### src/rtl/lcd_spi_pkg.sv
// Shared constants for the LCD SPI receiver: opcodes, decoder states, coordinate width.
// Latency: n/a (definitions only).
// Backpressure: n/a; the receiver never stalls the LCD host.
package lcd_spi_pkg;

  localparam int COORD_W = 12;

  localparam logic [7:0] OP_SLPIN   = 8'h10;
  localparam logic [7:0] OP_SLPOUT  = 8'h11;
  localparam logic [7:0] OP_DISPOFF = 8'h28;
  localparam logic [7:0] OP_DISPON  = 8'h29;
  localparam logic [7:0] OP_CASET   = 8'h2A;
  localparam logic [7:0] OP_RASET   = 8'h2B;
  localparam logic [7:0] OP_RAMWR   = 8'h2C;

  typedef enum logic [2:0] {
    ST_IDLE  = 3'd0,
    ST_CASET = 3'd1,
    ST_RASET = 3'd2,
    ST_RAMWR = 3'd3,
    ST_PARAM = 3'd4
  } state_t;

  typedef logic [COORD_W-1:0] coord_t;

  // Saturate a 16-bit window coordinate to the panel limit.
  function automatic coord_t clip_coord(input logic [15:0] v, input logic [15:0] lim);
    return (v > lim) ? lim[COORD_W-1:0] : v[COORD_W-1:0];
  endfunction

endpackage

### src/rtl/lcd_spi_rx_if.sv
// Decoded output bus of the LCD SPI receiver (commands, parameters, pixels, status).
// Latency: n/a; all members are registered by the driver.
// Backpressure: none; consumers must accept every one-cycle pulse.
// Optional LCD_SPI_RX_RGB888_EN adds the expanded 24-bit pixel.
interface lcd_spi_rx_if;
  import lcd_spi_pkg::*;

  logic         cmd_valid;
  logic [7:0]   cmd_byte;
  logic         par_valid;
  logic [7:0]   par_byte;
  logic         pix_valid;
  logic [15:0]  pix_data;
  coord_t       pix_x;
  coord_t       pix_y;
  logic         sleep_out;
  logic         disp_on;
  logic         frame_err;
`ifdef LCD_SPI_RX_RGB888_EN
  logic [23:0]  pix_rgb888;
`endif

  modport master (
    output cmd_valid, cmd_byte, par_valid, par_byte, pix_valid, pix_data,
           pix_x, pix_y, sleep_out, disp_on, frame_err
`ifdef LCD_SPI_RX_RGB888_EN
    , output pix_rgb888
`endif
  );

  modport slave (
    input cmd_valid, cmd_byte, par_valid, par_byte, pix_valid, pix_data,
          pix_x, pix_y, sleep_out, disp_on, frame_err
`ifdef LCD_SPI_RX_RGB888_EN
    , input pix_rgb888
`endif
  );

endinterface

### src/rtl/lcd_spi_shift.sv
// Synchronizes the LCD pins, detects lcd_clk rising edges and deserializes bytes MSB first.
// Latency: SYNC_STAGES clk from pin to edge detect; byte_valid is combinational on the 8th edge.
// Backpressure: none; a partial byte at lcd_cs rise is dropped and flagged on frame_err.
module lcd_spi_shift #(
  parameter int SYNC_STAGES = 2
) (
  input  logic       clk,
  input  logic       rstn,
  input  logic       lcd_clk,
  input  logic       lcd_cs,
  input  logic       lcd_rs,
  input  logic       lcd_data,
  input  logic       lcd_rstn,
  output logic       byte_valid,
  output logic [7:0] data_byte,
  output logic       rs,
  output logic       frame_err,
  output logic       soft_rst
);

  // Pin order {rstn, data, rs, cs, clk}; chip select idles deasserted.
  localparam logic [4:0] PIN_IDLE = 5'b00010;

  logic [4:0] sync_q [SYNC_STAGES];
  logic       sclk, scs, srs, sdata, srstn;
  logic       clk_prev, cs_prev;
  logic [2:0] bit_cnt;
  logic [6:0] shift_q;
  logic       rs_q;
  logic       rise, cs_rise, bit_en;

  assign {srstn, sdata, srs, scs, sclk} = sync_q[SYNC_STAGES-1];
  assign soft_rst   = ~srstn;
  assign rise       = sclk & ~clk_prev;
  assign cs_rise    = scs & ~cs_prev;
  assign bit_en     = rise & ~scs & ~soft_rst;
  assign byte_valid = bit_en & (bit_cnt == 3'd7);
  assign data_byte  = {shift_q, sdata};
  assign rs         = rs_q;
  assign frame_err  = cs_rise & (bit_cnt != 3'd0) & ~soft_rst;

  // Synchronizer chain and edge history; only the hard reset stops them.
  always_ff @(posedge clk) begin
    if (!rstn) begin
      for (int i = 0; i < SYNC_STAGES; i++) sync_q[i] <= PIN_IDLE;
      clk_prev <= 1'b0;
      cs_prev  <= 1'b1;
    end else begin
      sync_q[0] <= {lcd_rstn, lcd_data, lcd_rs, lcd_cs, lcd_clk};
      for (int i = 1; i < SYNC_STAGES; i++) sync_q[i] <= sync_q[i-1];
      clk_prev <= sclk;
      cs_prev  <= scs;
    end
  end

  // Bit counter and shift register; rs is captured with the first bit of each byte.
  always_ff @(posedge clk) begin
    if (!rstn || soft_rst) begin
      bit_cnt <= 3'd0;
      shift_q <= 7'd0;
      rs_q    <= 1'b0;
    end else if (cs_rise) begin
      bit_cnt <= 3'd0;
    end else if (bit_en) begin
      bit_cnt <= bit_cnt + 3'd1;
      shift_q <= {shift_q[5:0], sdata};
      if (bit_cnt == 3'd0) rs_q <= srs;
    end
  end

endmodule

### src/rtl/lcd_spi_rx.sv
// LCD SPI command receiver: decodes opcodes, window setup and RAMWR pixel stream with cursor.
// Latency: outputs pulse 1 clk after the 8th lcd_clk edge is detected.
// Backpressure: none; pulses are single-cycle. Macro LCD_SPI_RX_RGB888_EN adds pix_rgb888.
module lcd_spi_rx
  import lcd_spi_pkg::*;
#(
  parameter int H_RES       = 240,
  parameter int V_RES       = 320,
  parameter int SYNC_STAGES = 2
) (
  input  logic          clk,
  input  logic          rstn,
  input  logic          lcd_clk,
  input  logic          lcd_cs,
  input  logic          lcd_rs,
  input  logic          lcd_data,
  input  logic          lcd_rstn,
  lcd_spi_rx_if.master  rx
);

  localparam logic [15:0] X_MAX = 16'(H_RES - 1);
  localparam logic [15:0] Y_MAX = 16'(V_RES - 1);

  logic        byte_valid, byte_rs, shift_ferr, soft_rst, rst_all;
  logic [7:0]  rx_byte;
  state_t      state_q, state_d;
  coord_t      xs, xe, ys, ye, cur_x, cur_y;
  logic [15:0] start_q;
  logic [7:0]  end_hi_q, hi_q;
  logic [1:0]  par_cnt;
  logic        hi_have;

  logic        is_cmd, is_data, collect, commit_x, commit_y, do_par, do_pix, idle_err;
  logic [15:0] lim;
  coord_t      lo_c, hi_c, win_lo, win_hi;

  lcd_spi_shift #(.SYNC_STAGES(SYNC_STAGES)) u_shift (
    .clk        (clk),
    .rstn       (rstn),
    .lcd_clk    (lcd_clk),
    .lcd_cs     (lcd_cs),
    .lcd_rs     (lcd_rs),
    .lcd_data   (lcd_data),
    .lcd_rstn   (lcd_rstn),
    .byte_valid (byte_valid),
    .data_byte  (rx_byte),
    .rs         (byte_rs),
    .frame_err  (shift_ferr),
    .soft_rst   (soft_rst)
  );

  assign rst_all = !rstn || soft_rst;

  // Decoder state register.
  always_ff @(posedge clk) begin
    if (rst_all) state_q <= ST_IDLE;
    else         state_q <= state_d;
  end

  // Next state: commands always win; a window state ends on its 4th data byte.
  always_comb begin
    state_d = state_q;
    if (is_cmd) begin
      case (rx_byte)
        OP_CASET: state_d = ST_CASET;
        OP_RASET: state_d = ST_RASET;
        OP_RAMWR: state_d = ST_RAMWR;
        OP_SLPIN, OP_SLPOUT, OP_DISPOFF, OP_DISPON: state_d = ST_IDLE;
        default:  state_d = ST_PARAM;
      endcase
    end else if (commit_x || commit_y) begin
      state_d = ST_IDLE;
    end
  end

  // Output decode: classify the incoming byte and prepare the clipped, ordered window.
  always_comb begin
    is_cmd   = byte_valid & ~byte_rs;
    is_data  = byte_valid & byte_rs;
    collect  = is_data & ((state_q == ST_CASET) || (state_q == ST_RASET)) & (par_cnt != 2'd3);
    commit_x = is_data & (state_q == ST_CASET) & (par_cnt == 2'd3);
    commit_y = is_data & (state_q == ST_RASET) & (par_cnt == 2'd3);
    do_par   = is_data & ((state_q == ST_PARAM) || (state_q == ST_IDLE));
    idle_err = is_data & (state_q == ST_IDLE);
    do_pix   = is_data & (state_q == ST_RAMWR) & hi_have;
    lim      = (state_q == ST_RASET) ? Y_MAX : X_MAX;
    lo_c     = clip_coord(start_q, lim);
    hi_c     = clip_coord({end_hi_q, rx_byte}, lim);
    win_lo   = (lo_c > hi_c) ? hi_c : lo_c;
    win_hi   = (lo_c > hi_c) ? lo_c : hi_c;
  end

`ifdef LCD_SPI_RX_RGB888_EN
  logic [4:0] r5, b5;
  logic [5:0] g6;
  assign r5 = hi_q[7:3];
  assign g6 = {hi_q[2:0], rx_byte[7:5]};
  assign b5 = rx_byte[4:0];
`endif

  // Output registers, window registers and the RAMWR pixel cursor.
  always_ff @(posedge clk) begin
    if (rst_all) begin
      rx.cmd_valid <= 1'b0;
      rx.cmd_byte  <= 8'd0;
      rx.par_valid <= 1'b0;
      rx.par_byte  <= 8'd0;
      rx.pix_valid <= 1'b0;
      rx.pix_data  <= 16'd0;
      rx.pix_x     <= '0;
      rx.pix_y     <= '0;
      rx.sleep_out <= 1'b0;
      rx.disp_on   <= 1'b0;
      rx.frame_err <= 1'b0;
`ifdef LCD_SPI_RX_RGB888_EN
      rx.pix_rgb888 <= 24'd0;
`endif
      xs       <= '0;
      xe       <= X_MAX[COORD_W-1:0];
      ys       <= '0;
      ye       <= Y_MAX[COORD_W-1:0];
      cur_x    <= '0;
      cur_y    <= '0;
      start_q  <= 16'd0;
      end_hi_q <= 8'd0;
      par_cnt  <= 2'd0;
      hi_q     <= 8'd0;
      hi_have  <= 1'b0;
    end else begin
      rx.cmd_valid <= is_cmd;
      rx.par_valid <= do_par;
      rx.pix_valid <= do_pix;
      rx.frame_err <= shift_ferr | idle_err;
      if (is_cmd) begin
        rx.cmd_byte <= rx_byte;
        par_cnt     <= 2'd0;
        hi_have     <= 1'b0;
        case (rx_byte)
          OP_SLPOUT:  rx.sleep_out <= 1'b1;
          OP_SLPIN:   rx.sleep_out <= 1'b0;
          OP_DISPON:  rx.disp_on   <= 1'b1;
          OP_DISPOFF: rx.disp_on   <= 1'b0;
          OP_RAMWR: begin
            cur_x <= xs;
            cur_y <= ys;
          end
          default: ;
        endcase
      end
      if (do_par) rx.par_byte <= rx_byte;
      if (collect) begin
        par_cnt <= par_cnt + 2'd1;
        case (par_cnt)
          2'd0:    start_q[15:8] <= rx_byte;
          2'd1:    start_q[7:0]  <= rx_byte;
          default: end_hi_q      <= rx_byte;
        endcase
      end
      if (commit_x) begin
        xs      <= win_lo;
        xe      <= win_hi;
        par_cnt <= 2'd0;
      end
      if (commit_y) begin
        ys      <= win_lo;
        ye      <= win_hi;
        par_cnt <= 2'd0;
      end
      if (is_data && state_q == ST_RAMWR) begin
        if (!hi_have) begin
          hi_q    <= rx_byte;
          hi_have <= 1'b1;
        end else begin
          hi_have     <= 1'b0;
          rx.pix_data <= {hi_q, rx_byte};
          rx.pix_x    <= cur_x;
          rx.pix_y    <= cur_y;
`ifdef LCD_SPI_RX_RGB888_EN
          rx.pix_rgb888 <= {r5, r5[4:2], g6, g6[5:4], b5, b5[4:2]};
`endif
          if (cur_x == xe) begin
            cur_x <= xs;
            cur_y <= (cur_y == ye) ? ys : cur_y + 1'b1;
          end else begin
            cur_x <= cur_x + 1'b1;
          end
        end
      end
    end
  end

endmodule

### src/flat_wrapper.sv
// flat-port wrapper written by rule: the top's interface ports become plain ports
module lcd_spi_rx_flat import lcd_spi_pkg::*;
#(
  parameter int H_RES       = 240,
  parameter int V_RES       = 320,
  parameter int SYNC_STAGES = 2
)
  (clk, rstn, lcd_clk, lcd_cs, lcd_rs, lcd_data, lcd_rstn, rx_cmd_valid, rx_cmd_byte, rx_par_valid, rx_par_byte, rx_pix_valid, rx_pix_data, rx_pix_x, rx_pix_y, rx_sleep_out, rx_disp_on, rx_frame_err);
  lcd_spi_rx_if rx_i ();
  input  logic clk;
  input  logic rstn;
  input  logic lcd_clk;
  input  logic lcd_cs;
  input  logic lcd_rs;
  input  logic lcd_data;
  input  logic lcd_rstn;
  output wire logic [$bits(rx_i.cmd_valid)-1:0] rx_cmd_valid;
  output wire logic [$bits(rx_i.cmd_byte)-1:0] rx_cmd_byte;
  output wire logic [$bits(rx_i.par_valid)-1:0] rx_par_valid;
  output wire logic [$bits(rx_i.par_byte)-1:0] rx_par_byte;
  output wire logic [$bits(rx_i.pix_valid)-1:0] rx_pix_valid;
  output wire logic [$bits(rx_i.pix_data)-1:0] rx_pix_data;
  output wire logic [$bits(rx_i.pix_x)-1:0] rx_pix_x;
  output wire logic [$bits(rx_i.pix_y)-1:0] rx_pix_y;
  output wire logic [$bits(rx_i.sleep_out)-1:0] rx_sleep_out;
  output wire logic [$bits(rx_i.disp_on)-1:0] rx_disp_on;
  output wire logic [$bits(rx_i.frame_err)-1:0] rx_frame_err;
  assign rx_cmd_valid = rx_i.cmd_valid;
  assign rx_cmd_byte = rx_i.cmd_byte;
  assign rx_par_valid = rx_i.par_valid;
  assign rx_par_byte = rx_i.par_byte;
  assign rx_pix_valid = rx_i.pix_valid;
  assign rx_pix_data = rx_i.pix_data;
  assign rx_pix_x = rx_i.pix_x;
  assign rx_pix_y = rx_i.pix_y;
  assign rx_sleep_out = rx_i.sleep_out;
  assign rx_disp_on = rx_i.disp_on;
  assign rx_frame_err = rx_i.frame_err;
  lcd_spi_rx #(.H_RES(H_RES), .V_RES(V_RES), .SYNC_STAGES(SYNC_STAGES)) u_core (.clk(clk), .rstn(rstn), .lcd_clk(lcd_clk), .lcd_cs(lcd_cs), .lcd_rs(lcd_rs), .lcd_data(lcd_data), .lcd_rstn(lcd_rstn), .rx(rx_i));
endmodule
### config.mk
export PLATFORM = sky130hd
export DESIGN_NAME = lcd_spi_rx_flat
export DESIGN_NICKNAME = d
export VERILOG_FILES = /design/src/rtl/lcd_spi_pkg.sv /design/src/rtl/lcd_spi_rx_if.sv /design/src/rtl/lcd_spi_shift.sv /design/src/rtl/lcd_spi_rx.sv /design/src/flat_wrapper.sv
export SDC_FILE = /design/constraint.sdc
export NUM_CORES = 1
export LEC_CHECK = 0
export BUFFER_PORTS_ARGS = -buffer_cell sky130_fd_sc_hd__buf_2
export CELL_PAD_IN_SITES_DETAIL_PLACEMENT = 0
export CELL_PAD_IN_SITES_GLOBAL_PLACEMENT = 2
export CORE_AREA = 2 2 166 168
export CTS_CLUSTER_DIAMETER = 30
export DETAILED_ROUTE_END_ITERATION = 8
export DIE_AREA = 0 0 168 170
export GPL_TIMING_DRIVEN = 0
export PLACE_DENSITY = 0.74
export SYNTH_ARGS = -nofsm -noshare
export SYNTH_HDL_FRONTEND = slang
export SYNTH_SLANG_ARGS = --single-unit
export TNS_END_PERCENT = 50
### constraint.sdc
create_clock -name clk -period 4.5 [get_ports clk]
set_input_delay 0.225 -clock clk [delete_from_list [all_inputs] [get_ports clk]]
set_output_delay 0.225 -clock clk [all_outputs]
set_load 0.005 [all_outputs]
==> results of run 1 <==
-- placed cells by master, fill, tap and decap left out, drive strengths merged, types with 22 or more instances in the layout --
master | netlist | final
mux2i | 41 | 41
nand2 | 220 | 220
nor2 | 81 | 81
a21oi | 134 | 134
dfxtp | 195 | 195
xor2 | 30 | 30
a211oi | 22 | 22
o21ai | 42 | 42
nand3 | 37 | 37
inv | 24 | 31
buf | 22 | 91
clkbuf | 52 | 69
ha | 28 | 28
-- worst max path at each step --
stage | from | endpoint | cells after the start
6_report | u_core.state_q[1] | u_core.xs[4] | 16
5_1_grt | u_core.state_q[1] | u_core.ye[2] | 18
4_1_cts | u_core.state_q[1] | u_core.xe[4] | 16
3_5_place_dp | u_core.state_q[1] | u_core.ye[6] | 18
3_3_place_gp | u_core.state_q[1] | u_core.xe[6] | 17
2_1_floorplan | u_core.state_q[0] | u_core.ye[6] | 17
-- sequential cells by signal, summed over array words and instances (netlist names), 2 cells and up --
signal,flops
u_core.rx.pix_data,16
u_core.start_q,16
u_core.cur_x,12
u_core.cur_y,12
u_core.rx.pix_x,12
u_core.rx.pix_y,12
u_core.xe,12
u_core.xs,12
u_core.ye,12
u_core.ys,12
u_core.u_shift.sync_q,10
u_core.end_hi_q,8
u_core.hi_q,8
u_core.rx.cmd_byte,8
u_core.rx.par_byte,8
u_core.u_shift.shift_q,7
u_core.state_q,3
u_core.u_shift.bit_cnt,3
u_core.par_cnt,2
-- cells in the mapped netlist (2+ instances only) --
cell type                    n
sky130_fd_sc_hd__and2_1     15
sky130_fd_sc_hd__o211ai_1    4
sky130_fd_sc_hd__xnor2_1    11
sky130_fd_sc_hd__mux2i_1    41
sky130_fd_sc_hd__a31oi_1     6
sky130_fd_sc_hd__nand3_1    37
sky130_fd_sc_hd__buf_2      14
sky130_fd_sc_hd__nor3_1      9
sky130_fd_sc_hd__clkbuf_1   52
sky130_fd_sc_hd__nor3b_1     2
sky130_fd_sc_hd__nor2b_1     2
sky130_fd_sc_hd__a211o_1     3
sky130_fd_sc_hd__inv_1      24
sky130_fd_sc_hd__a211oi_1   22
sky130_fd_sc_hd__o21ai_0    41
sky130_fd_sc_hd__buf_4       6
sky130_fd_sc_hd__o41a_1      2
sky130_fd_sc_hd__mux2_2     13
sky130_fd_sc_hd__xor2_1     30
sky130_fd_sc_hd__and3_1     19
sky130_fd_sc_hd__nor2_1     81
sky130_fd_sc_hd__nand4_1     8
sky130_fd_sc_hd__dfxtp_1   195
sky130_fd_sc_hd__nand2_4     2
sky130_fd_sc_hd__conb_1      2
sky130_fd_sc_hd__a21oi_1   134
sky130_fd_sc_hd__nand2_1   218
sky130_fd_sc_hd__ha_1       28
sky130_fd_sc_hd__nand2b_1    6
sky130_fd_sc_hd__nor4_1     10
-- worst reg2reg max path, stage by stage (launching register included) --
cell and delay (ps):
sky130_fd_sc_hd__dfxtp_1 300, sky130_fd_sc_hd__buf_2 180, sky130_fd_sc_hd__or3b_4 470, sky130_fd_sc_hd__inv_2 140, sky130_fd_sc_hd__ha_1 270, sky130_fd_sc_hd__a21oi_1 140, sky130_fd_sc_hd__o21ai_0 110, sky130_fd_sc_hd__a211o_1 370
sky130_fd_sc_hd__o41a_1 200, sky130_fd_sc_hd__mux2_2 360, sky130_fd_sc_hd__ha_1 290, sky130_fd_sc_hd__nand4_1 150, sky130_fd_sc_hd__a211o_1 340, sky130_fd_sc_hd__a31oi_4 240, sky130_fd_sc_hd__buf_8 200, sky130_fd_sc_hd__mux2i_2 310
sky130_fd_sc_hd__o21ai_0 130
-- layer usage --
layer | routed length (um) | up-vias | share of wire | track usage
met3 | 620 | 18 | 0.024 | 0.03047
met5 | 0 | - | 0 | 0
met2 | 12280 | 110 | 0.47 | 0.3157
met1 | 12700 | 3503 | 0.49 | 0.2469
met4 | 385 | 0 | 0.015 | 0.04877
li1 | - | 3777 | - | -
-- through the flow --
step,power [mW],TNS (ps),hold WS (ps)
6_report,3.572,0,418.1
5_1_grt,3.689,-4.303,450.0
2_1_floorplan,1.818,0,298.0
4_1_cts,3.613,0,415.6
3_5_place_dp,1.843,-16640,396.6
3_3_place_gp,1.843,-17120,392.6
-- report_power, final --
group / switching, mW / leakage [nW] / internal [mW]
Sequential: 0.00250 / 1.57 / 1.73
Combinational: 0.0572 / 2.06 / 0.0385
Clock: 0.765 / 0.330 / 0.980
-- repair_timing --
action / CTS / global route
buffers inserted: 1 / 0
resized for setup: 20 / 7
hold buffers: 7 / 0
endpoints found under the hold margin: 6 / 0
setup endpoints to repair: 36 / 36
pin swaps: 0 / 1
-- kinds of logic after synthesis --
logic type      Yosys count  share of synthesized area
simple gates            420                     0.2142
compound gates          220                     0.1403
flops                   195                     0.4494
buf+inv                  98                    0.04782
mux                      55                    0.06582
xor+xnor                 41                    0.04134
fa+ha+maj                28                    0.04033
other cells               2                  0.0008645
-- cell type report --
| class | count | area share |
|---|---|---|
| multi-input combinational | 770 | 0.4341 |
| sequential | 195 | 0.3775 |
| clock buffer | 18 | 0.04246 |
| tap | 341 | 0.04125 |
| timing repair buffer | 76 | 0.04041 |
| buffer | 73 | 0.03266 |
| clock inverter | 14 | 0.02299 |
| inverter | 24 | 0.008710 |
==> impl.org, run 1 <==
** Logic synthesis
- The Yosys step of the flow raised 0 warnings.
- By area the synthesized netlist is led by sky130_fd_sc_hd__dfxtp_1 (45%), sky130_fd_sc_hd__nand2_1 (9.4%), sky130_fd_sc_hd__a21oi_1 (7.7%), sky130_fd_sc_hd__mux2i_1 (4.7%), sky130_fd_sc_hd__ha_1 (4.0%).
- Number of enable flip-flop cells after synthesis :: 0
- The number of different library cells used by synthesis comes to 52.
- Total standard cell area after synthesis :: between 8000 and 9000 sq um
- Commonest register cell after synthesis :: sky130_fd_sc_hd__dfxtp_1
- For this run, asynchronously set or reset flops after synthesis account for 0.
- Flip-flop and latch count after synthesis :: 195
- Sequential element share of the synthesized area :: 0.4494
- Syn Inst Count :: around 1100
- The share of synthesized area in the top cell type comes to 0.4494.
- Synthesized area divided by synthesized cell count :: between 8 and 9 sq um
- Cell type with the highest aggregate area in the netlist :: sky130_fd_sc_hd__dfxtp_1

** CTS
- Counting every sink on the clock net gives roughly 200.
- Clock Root Buffer :: sky130_fd_sc_hd__clkbuf_16
- Clock slew seen by the registers of the worst setup and hold paths :: 80 ps
- CTS built an H-tree with a depth of 4.
- Clock buffer depth :: 2
- At the later pin of the worst-skew pair, clock insertion delay measures 440 ps.
- TritonCTS clock tree :: done
- Cts bufs inserted :: 17

** Worst setup path
- The worst setup path is launched from a flip-flop.
- The slowest stage of the critical path is the sky130_fd_sc_hd__or3b_4 cell.
- In this run the worst path has a maximum fanout of 10.
- Startpoint-to-endpoint class of the critical path :: flip-flop to flip-flop
- Cells along the critical path :: buf_2 > or3b_4 > inv_2 > ha_1 > a21oi_1 > o21ai_0 > a211o_1 > o41a_1 > mux2_2 > ha_1 > nand4_1 > a211o_1 > a31oi_4 > buf_8 > mux2i_2 > o21ai_0
- Critical Path Sink Type :: flip-flop
- Cells on worst reg2reg path :: 16
- In this design, the largest share of critical-path delay is due to compound AO/OA/AOI/OAI gates.
- Critical path buffers and inverters :: 3
- Setup slack on the worst flop-to-flop path :: 180 ps
- CP max stage delay :: 470 ps
- WP data arrival :: 4630 ps
- Startpoint of the lowest-slack register-to-register path :: u_core.state_q[1]
- STA puts the critical path data required time at 4810 ps.
- Endpoint of the worst-slack reg-to-reg timing path :: u_core.xs[4]

** Place
- Placement-stage worst setup slack :: -618.7 ps
- Buffers on Ports :: 68
- Placed cell count :: 1472
- The wire-length estimate of the detail-placed layout is between 15 and 20 mm.
- Once placement finished, the instance area stood at 9469 sq um.
- Routability-driven placement finished with a final weighted congestion of 0.7721.

** Route
- In the routed design, unresolved DRC markers number 0.
- DR vias/cell :: 4.903
- The first detailed-routing pass took 4 iterations.
- The count of nets left with antenna violations once routing finished came out at 0.
- Average wire per standard cell :: 17.20 um
- The first routing iteration left between 400 and 500 violations.
- Via count :: 7408
- Total detailed-routing wirelength :: around 26 mm

** Worst hold path
- Hold WC Path Type :: flip-flop to flip-flop
- Worst Hold Path Cells :: 1
- Beginning of the worst hold path :: u_core.u_shift.sync_q[0][1]
- The worst hold path terminates at u_core.u_shift.sync_q[0][6].

** Floorplanning
- Overall die height :: 170 um
- The die covers 28560 sq um.
- Io pins :: between 60 and 70
- For this configuration, the core starts out at a cell density of 0.3260.
- The initialized floorplan defines 60 standard-cell rows.
- In this run the standard cell core region covers 26650 sq um.
- Die width :: 168 um

** Layout
- Layout area overhead :: 19.05%
- At the end of the flow the core is filled with cells to 0.3881.
- Combined flip-flop and latch cell area :: approximately 3900 sq um
- Filler Cell Count :: 2828
- Final instance area :: 10340 sq um
- Number of antenna cells inserted :: 0
- Leaving out filler cells and counting taps, the final layout contains 1511.
- Footprint of the multi-input gates :: approximately 4500 sq um
- Number of nets in the layout :: 1192
- In the final layout, the share of cells above drive strength 1 is 0.1333.

** Global route
- Pin count of the biggest net entering global routing :: 20
- Congestion Overflow GR :: 0
- In the global route stage, overall resource usage came out at 0.1863.
- The number of global-route vias before repair came to 7167.
- Antenna violations before repair :: 0
- Wire length of the first global-routing pass :: 40.82 mm

** Timing
- Measured against its own limit, the worst slew margin works out to 0.2663.
- Setup violations remaining at the end of the flow were counted as 0.
- Post-route clock skew :: 17.94 ps
- Period utilization :: 0.9607
- Worst Setup Slack, final :: 176.8 ps
- The hold violation total from the final report was 0.
- Final Critical Period :: 4323 ps
- The max-slew violation total from the final report came to 0.
- For the pin with the worst max-slew slack, the measured transition is 1100 ps.
- Setup repair after global routing could not meet its margin everywhere.
- Maximum achievable frequency :: 231.3 MHz

** Status
- Outcome :: complete, no violations

** Pwr
- For this design the static power due to leakage is 3.963 nW.
- Power density over the cells :: 345.4 nW/um^2
- Max IR drop VDD :: 0.3019 mV

** Run
- Maximum Capacitance Violations :: 0
Note: power is estimated with default switching activity, not from simulation.
==> run 2, diff against run 1 <==
--- a/config.mk
+++ b/config.mk
@@ -9,10 +9,11 @@
 export CELL_PAD_IN_SITES_DETAIL_PLACEMENT = 0
 export CELL_PAD_IN_SITES_GLOBAL_PLACEMENT = 2
-export CORE_AREA = 2 2 166 168
+export CORE_AREA = 10 10 174 176
 export CTS_CLUSTER_DIAMETER = 30
 export DETAILED_ROUTE_END_ITERATION = 8
-export DIE_AREA = 0 0 168 170
+export DIE_AREA = 0 0 184 186
 export GPL_TIMING_DRIVEN = 0
 export PLACE_DENSITY = 0.74
+export SKIP_CTS_REPAIR_TIMING = 1
 export SYNTH_ARGS = -nofsm -noshare
 export SYNTH_HDL_FRONTEND = slang
==> constraint.sdc (replaced) <==
create_clock -name clk -period 4.5 [get_ports clk]
set_input_delay 0.9 -clock clk [delete_from_list [all_inputs] [get_ports clk]]
set_output_delay 0.9 -clock clk [all_outputs]
set_load 0.005 [all_outputs]
==> run 2 against run 1 <==
Against the previous run: fmax up 2.1%; total power fell by 4.7%; die area rose by 20%; clock power decreased by 9.7%.
==> impl.org, run 2 (same netlist as run 1, synthesis figures left out) <==
** Status
- The run finished with clean final reports.

** CTS
- Number of sinks on the clock net :: 195
- Number of levels in the clock H-tree :: 4
- Clock Root Buffer :: sky130_fd_sc_hd__clkbuf_16
- The number of clock buffers added by TritonCTS is 17.
- Clock latency on the worst-skew pair, taken at its later pin, is 440 ps.
- TritonCTS clock tree :: done
- Clock buffer depth :: 2
- Clock-pin slew was measured on the worst setup and hold paths at 80 ps.

** Worst setup path
- Data arrives at the worst endpoint at 4620 ps.
- The critical path is of the flip-flop to flip-flop type.
- STA puts the critical path data required time at around 4900 ps.
- Kind of start point of the critical path :: flip-flop
- The worst setup path is captured at a flip-flop.
- Maximum net fanout on the critical path :: 10

** Place
- Buffers on Ports :: 68
- Routability congestion estimate from global placement :: between 0.8 and 0.9
- Placement-stage cell area :: 9469 sq um
- Counting tap cells, the placed design contains a total of 1472 instances.
- Placed wire-length estimate after detailed placement :: 19.17 mm
- Prior to clock tree synthesis, the placed netlist has a worst setup slack of -593.5 ps.

** Timing
- Clock skew on the completed layout was measured at 14.51 ps.
- The hold violation total from the final report was 0.
- Of the available clock period, the critical path in the final layout requires 0.9405.
- Worst Setup Slack, final :: 267.6 ps
- On the final layout, the worst hold slack is 417.4 ps.
- Number of max-slew violations in the final report :: 0
- Setup total negative slack on the finished layout was measured at 0 ps.
- At the pin with the least slew margin, the transition time is a little under 1000 ps.
- Maximum achievable frequency :: 236.3 MHz
- Measured against its own limit, the worst slew margin works out to 0.3410.
- Final Critical Period :: 4232 ps
- Number of setup violations in the final report :: 0

** Global route
- Pin count of the biggest net entering global routing :: 22
- The number of global-route vias before repair is between 7000 and 8000.
- Overall routing resource usage :: 0.1554
- The number of antenna violations at the first check in global routing was 0.
- The first global-routing pass estimated 41.43 mm of wire.
- Congestion Overflow GR :: 0

** Floorplanning
- The initial utilization of the core area, before any placement, comes to 0.3250.
- The region available for standard cell placement spans 26730 sq um.
- The die is 184 um wide.
- 69 I/O pins were placed.
- Core Rows :: 60
- The die covers about 34000 sq um.
- Overall die height :: 186 um

** Route
- The detail route stage leaves a number of antenna-violating nets equal to 0.
- Summing over every cut layer, the via total after detailed routing is 7429.
- Dividing the detail-routed via count by the number of cells gives 4.933.
- For this block, the routed nets add up to 26.24 mm of wire.
- In the final routed layout, each cell accounts on average for 17.42 um.
- The first detailed-routing pass took 5 iterations.
- After detailed routing, the number of remaining DRC violations is 0.
- Starting DRT DRC Count :: 458

** Layout
- For this run, the share of the core covered by cells in the final layout is 0.3845.
- Once layout is complete, the cells apart from fillers number 1506.
- Proportion of layout cells with a drive suffix above 1 :: 0.1356
- At the end of the flow, the number of nets in the layout was 1187.
- Commonest non-fill, non-tap cell in the layout :: sky130_fd_sc_hd__nand2_1
- Layout area overhead :: 18.28%
- Most used cells in the layout excluding fill and tap cells :: sky130_fd_sc_hd__nand2_1 (218), sky130_fd_sc_hd__dfxtp_1 (195), sky130_fd_sc_hd__a21oi_1 (134), sky130_fd_sc_hd__nor2_1 (81), sky130_fd_sc_hd__buf_2 (80)
- The number of antenna diodes in the final layout is 0.
- The largest registers in the layout are u_core.rx.pix_data: 16 flops, u_core.start_q: 16 flops.
- Once layout is done, the placed cells without fillers occupy 10270 sq um.

** Worst hold path
- The min-delay analysis places its worst path in the category flip-flop to flip-flop.

** Pwr
- Static Leak :: roughly 4 nW
- For this design the ratio of total power to cell area is 331.5 nW/um^2.
- Post-route total power :: around 3.4 mW
- IR analysis of the VDD net gives a maximum drop of roughly 0.22 mV.

** Run
- Maximum Capacitance Violations :: 0
-- run 2: cell type report --
| type | instances | area, sq um |
|---|---|---|
| clock inverter | 15 | 183.9 |
| inverter | 24 | 92.59 |
| multi-input combinational | 770 | 4528 |
| tap | 341 | 426.7 |
| sequential | 195 | 3904 |
| fill | 2851 | 16450 |
| buffer | 73 | 351.6 |
| clock buffer | 17 | 425.4 |
| timing repair buffer | 71 | 362.8 |
-- run 2: final timing paths --
kind	cells past startpoint	slack [ps]	startpoint	to
worst max-delay path	18	270	u_core.state_q[1]	u_core.xe[1]
worst min-delay path	1	420	u_core.u_shift.sync_q[0][1]	u_core.u_shift.sync_q[0][6]
worst max register to register	18	270	u_core.state_q[1]	u_core.xe[1]
worst min register to register	1	420	u_core.u_shift.sync_q[0][1]	u_core.u_shift.sync_q[0][6]
-- run 2: layer usage --
metal,global-route usage,part of all wire
met2,0.2563,0.47
met5,0,0
met4,0.04687,0.016
met3,0.02613,0.031
met1,0.2031,0.48
-- run 2: critical path, cell delays in order (launching register included) --
cell and delay, ps:
sky130_fd_sc_hd__dfxtp_1 300, sky130_fd_sc_hd__buf_2 180, sky130_fd_sc_hd__or3b_4 430, sky130_fd_sc_hd__inv_4 120, sky130_fd_sc_hd__ha_1 270, sky130_fd_sc_hd__a21oi_1 160
sky130_fd_sc_hd__nand2_1 70, sky130_fd_sc_hd__a211o_1 380, sky130_fd_sc_hd__o41a_1 230, sky130_fd_sc_hd__mux2_2 330, sky130_fd_sc_hd__inv_1 60, sky130_fd_sc_hd__ha_1 300
sky130_fd_sc_hd__nand4_1 140, sky130_fd_sc_hd__a211o_1 280, sky130_fd_sc_hd__a31oi_4 260, sky130_fd_sc_hd__buf_12 200, sky130_fd_sc_hd__mux2i_2 310, sky130_fd_sc_hd__nand2_1 100
sky130_fd_sc_hd__nand2_1 60
-- run 2: report_power, final --
part / total, mW / internal (mW) / switching (mW)
Sequential: 1.73 / 1.73 / 0.00230
Clock: 1.58 / 0.759 / 0.818
Combinational: 0.0983 / 0.0405 / 0.0578
